**src/rtl/pipeline_hazard_controller.sv**
```systemverilog
// pipeline_hazard_controller: stall/flush sequencing for load-use, taken branches and MDU waits.
// Define HAZARD_PERF_CNT_EN to enable the saturating StallCount performance counter.
module pipeline_hazard_controller #(
    parameter int MDU_TIMEOUT = 32,
    parameter int CNT_W       = 16
) (
    input  logic             clk,
    input  logic             rst_n,
    input  logic [4:0]       IF_ID_RsAddr,
    input  logic [4:0]       IF_ID_RtAddr,
    input  logic [4:0]       ID_EX_RtAddr,
    input  logic             ID_EX_MemRead,
    input  logic             EX_BranchTaken,
    input  logic             EX_MduStart,
    input  logic             MduDone,
    output logic             PCWrite,
    output logic             IF_ID_Write,
    output logic             IF_ID_Flush,
    output logic             ID_EX_Bubble,
    output logic             MduTimeout,
    output logic [CNT_W-1:0] StallCount
);
    localparam int TW = $clog2(MDU_TIMEOUT + 1);
    typedef enum logic {RUN, MDU_WAIT} state_t;
    state_t state_q, state_d;
    logic [TW-1:0] cnt_q, cnt_d;
    logic timeout_q, timeout_d;
    logic load_use, last;
    assign load_use = ID_EX_MemRead && (ID_EX_RtAddr != 5'd0) &&
                      ((ID_EX_RtAddr == IF_ID_RsAddr) || (ID_EX_RtAddr == IF_ID_RtAddr));
    assign last = cnt_q == TW'(MDU_TIMEOUT - 1);
    assign MduTimeout = timeout_q;
    always_comb begin
        PCWrite      = 1'b1;
        IF_ID_Write  = 1'b1;
        IF_ID_Flush  = 1'b0;
        ID_EX_Bubble = 1'b0;
        state_d      = state_q;
        cnt_d        = cnt_q;
        timeout_d    = timeout_q;
        if (state_q == RUN) begin
            if (EX_BranchTaken) begin
                IF_ID_Flush  = 1'b1;
                ID_EX_Bubble = 1'b1;
            end else if (EX_MduStart && !MduDone) begin
                PCWrite      = 1'b0;
                IF_ID_Write  = 1'b0;
                ID_EX_Bubble = 1'b1;
                state_d      = MDU_WAIT;
                cnt_d        = '0;
            end else if (load_use) begin
                PCWrite      = 1'b0;
                IF_ID_Write  = 1'b0;
                ID_EX_Bubble = 1'b1;
            end
        end else if (MduDone) begin
            state_d = RUN;
        end else begin
            PCWrite      = 1'b0;
            IF_ID_Write  = 1'b0;
            ID_EX_Bubble = 1'b1;
            cnt_d        = (&cnt_q) ? cnt_q : cnt_q + TW'(1);
            if (last) begin
                timeout_d = 1'b1;
                state_d   = RUN;
            end
        end
    end
    always_ff @(posedge clk) begin
        if (!rst_n) begin
            state_q   <= RUN;
            cnt_q     <= '0;
            timeout_q <= 1'b0;
        end else begin
            state_q   <= state_d;
            cnt_q     <= cnt_d;
            timeout_q <= timeout_d;
        end
    end
`ifdef HAZARD_PERF_CNT_EN
    logic [CNT_W-1:0] stall_q;
    always_ff @(posedge clk) begin
        if (!rst_n) stall_q <= '0;
        else if (!PCWrite && !(&stall_q)) stall_q <= stall_q + CNT_W'(1);
    end
    assign StallCount = stall_q;
`else
    assign StallCount = '0;
`endif
endmodule

```
**config.mk**
```make
export PLATFORM = sky130hd
export DESIGN_NAME = pipeline_hazard_controller
export DESIGN_NICKNAME = d
export VERILOG_FILES = /design/src/rtl/pipeline_hazard_controller.sv
export SDC_FILE = /design/constraint.sdc
export NUM_CORES = 1
export LEC_CHECK = 0
export CAP_MARGIN = 20
export CORE_UTILIZATION = 35
export CTS_CLUSTER_DIAMETER = 60
export DETAILED_ROUTE_END_ITERATION = 12
export GPL_ROUTABILITY_DRIVEN = 1
export PLACE_DENSITY = 0.87
export SLEW_MARGIN = 10
export SYNTH_ARGS = -nofsm -noshare
export SYNTH_HDL_FRONTEND = slang
export SYNTH_SLANG_ARGS = --single-unit
```
**constraint.sdc**
```tcl
create_clock -name clk -period 2.25 [get_ports clk]
set_input_delay 0.225 -clock clk [delete_from_list [all_inputs] [get_ports clk]]
set_output_delay 0.225 -clock clk [all_outputs]
set_load 0.03 [all_outputs]
```
==> impl_metrics.ini <==
[outcome]
status = finished, final reports clean

[power]
intPower_w = 0.000262
power_density_nw_per_um2 = 423
seq_power_share = 0.367
p_leak_nw = 0.372
p_sw_frac = 0.339
design_power_total_w = 0.000397
p_switching_w = 0.000135
clkPwrFrac = 0.283
vdd_drop_max_uv = 205
combinationalPowerShare = 0.350

[cts]
ctsHtreeMaxLevel = 1
clock-sinks = 8
cts_post_setup_buffers_inserted = 0
cts_buffer_depth = 2
cts_tree = yes
root_buffer = clkbuf_4
clk_pin_slew_ns = 0.05
cts_resized = 0
cts_hold_buf = 0
cts_made_buffers = 3
clock_latency_ns = 0.26

[worst_setup_path]
critical_path_class = in -> out
critPathMaxFanout = 3
r2r_end = cnt_q[1]
cp_data_arrival_time_ns = 1.85
rr_worst_depth = 6
reg2reg_from = cnt_q[0]
crit_path_start_kind = input pin
end_kind = output port
worstPathRequired_ns = 2.03
reg2reg_slack_ns = 0.49

[sta]
period_minus_slack_ns = 2.08
setup_tns_ns = 0
worst_pin_slew_ns = 0.638
final-hold-violation-count = 0
final.setup_skew_ns = 0.00223
rsz0062_at_grt = false
timing.fmax_mhz = 482
relSlewSlack = 0.564
setup_viol = 0
finalMaxSlewViolations = 0
post-route-period-util = 0.923

[global_route]
grt_pass1_wl_um = 2360
grt_pass1_vias = 598
grt_start_max_net_pins = 11
grt_antenna_before_repair = 0
grt_usage = 0.153
gr-total-overflow = 0

[synth]
ys_ff_latch = 8
netlist_area_um2 = 711
yosysMostFrequentCell = buf_4
synth_warnings = 0
yosysTopAreaCellShare = 0.225
async_flop_share = 0
yosys-top-cells-count = buf_4 (17), xor2_1 (10), dfxtp_1 (8), nor2_1 (8)
ys_top_cells_by_area = dfxtp_1 (23%), buf_4 (18%), xor2_1 (12%)
synth-edff-count = 0
synth.distinct_cells = 30
yosysSeqAreaShare = 0.225
yosysTopAreaCell = dfxtp_1
synthFlopType = dfxtp_1
synth_cells = 89
avgSynthCellArea_um2 = 7.99

[floorplan]
die_w_um = 47.1
start_util = 0.390
die_y_um = 47.1
rows = 15
core_um2 = 1820
dieArea_um2 = 2210
ios = 42

[worst_hold_path]
min_to = MduTimeout
hold_path.startpoint = MduTimeout
hp-class = reg -> reg
whs_path_depth = 2

[placed_design]
gp_congestion = 0.727
dp_hpwl_um = 1300
io_buffers = 25

[route]
drtAntennaViolNets = 0
vias_per_cell = 4.81
firstDrtPassIters = 4
drt_iter0_markers = 17
routed_wl_um = 1610
remaining_drc_errors = 0
num_vias = 678
wl_per_cell_um = 11.4

[cells_and_area]
fillers = 165
syn_to_final_growth_pct = 32.2
antennaDiodeCount = 0
nNetsFinal = 140
drive_gt1_frac = 0.121

[job]
cap_violations = 0
[routing by layer]
layer / track usage / share of wire / wire (um)
met5: 0 / 0 / 0
met4: 0.0971 / 0.021 / 34
met3: 0.0500 / 0.060 / 97
met2: 0.244 / 0.50 / 802
met1: 0.176 / 0.42 / 672
[how the worst max path moves through the flow]
stage	to	slack, ns	start
detailed placement	IF_ID_Write	0.18	ID_EX_RtAddr[3]
global route	IF_ID_Write	0.08	ID_EX_RtAddr[3]
finish	IF_ID_Write	0.17	ID_EX_RtAddr[3]
floorplan	ID_EX_Bubble	0.58	ID_EX_RtAddr[3]
CTS	IF_ID_Write	0.17	ID_EX_RtAddr[3]
global placement	IF_ID_Write	0.23	ID_EX_RtAddr[1]
[cells in the final DEF, fill, tap and decap left out, drive strengths merged, types with 2 or more instances in the layout]
cell type | netlist | layout
a21oi | 5 | 5
buf | 18 | 5
clkbuf | 0 | 3
clkdlybuf4s50 | 0 | 22
conb | 1 | 16
dfxtp | 8 | 8
inv | 5 | 5
nand3 | 2 | 2
nor2 | 8 | 8
nor3 | 5 | 5
o21ai | 4 | 4
o31ai | 4 | 4
or4 | 3 | 3
xor2 | 10 | 10
[worst max-delay path, cell delays in order]
cell	delay, ns
clkdlybuf4s50_1	0.46
xor2_1	0.18
nor3_1	0.20
a22oi_1	0.13
o41a_2	0.47
buf_4	0.18
[area by class of cell]
class | count | area, um2 | share of cell area
clock buffers | 3 | 22.5 | 0.0240
inverters | 5 | 18.8 | 0.0200
multi-input cells | 73 | 449 | 0.478
flip-flops and latches | 8 | 160 | 0.170
well taps | 25 | 31.3 | 0.0333
repair buffers | 27 | 258 | 0.274
[cell families after synthesis]
logic type | share of synthesized area
AOI/OAI and AO/OA | 0.181
xor gates and xnor gates | 0.123
adders and majority gates | 0.0176
buffers and inverters | 0.222
DFF | 0.225
muxes | 0.0141
other | 0.00528
and+or+nand+nor | 0.211
[sequential cells by signal, indices dropped and copies added (netlist names)]
name / count
MduTimeout: 1
cnt_q: 6
state_q: 1
[power groups by stage]
stage	combinational [W]	clock (W)	sequential (W)
6_report	0.000139	0.000112	0.000146
5_1_grt	0.000149	0.000128	0.000146
4_1_cts	0.000139	0.000118	0.000146
3_5_place_dp	0.000138	0	0.000149
3_3_place_gp	0.000136	0	0.000149
2_1_floorplan	0.000104	0	0.000148
[per-stage QoR]
step	util	cells	hold slack [ns]	area [um2]	worst slack (ns)
3_3_place_gp	0.504	138	0.461	917	0.225
4_1_cts	0.516	141	0.491	940	0.171
5_1_grt	0.516	141	0.519	940	0.0767
6_report	0.516	141	0.496	940	0.173
3_5_place_dp	0.504	138	0.465	917	0.176
2_1_floorplan	-	104	0.387	767	0.579
No activity file was read; power rests on OpenSTA's default activity.
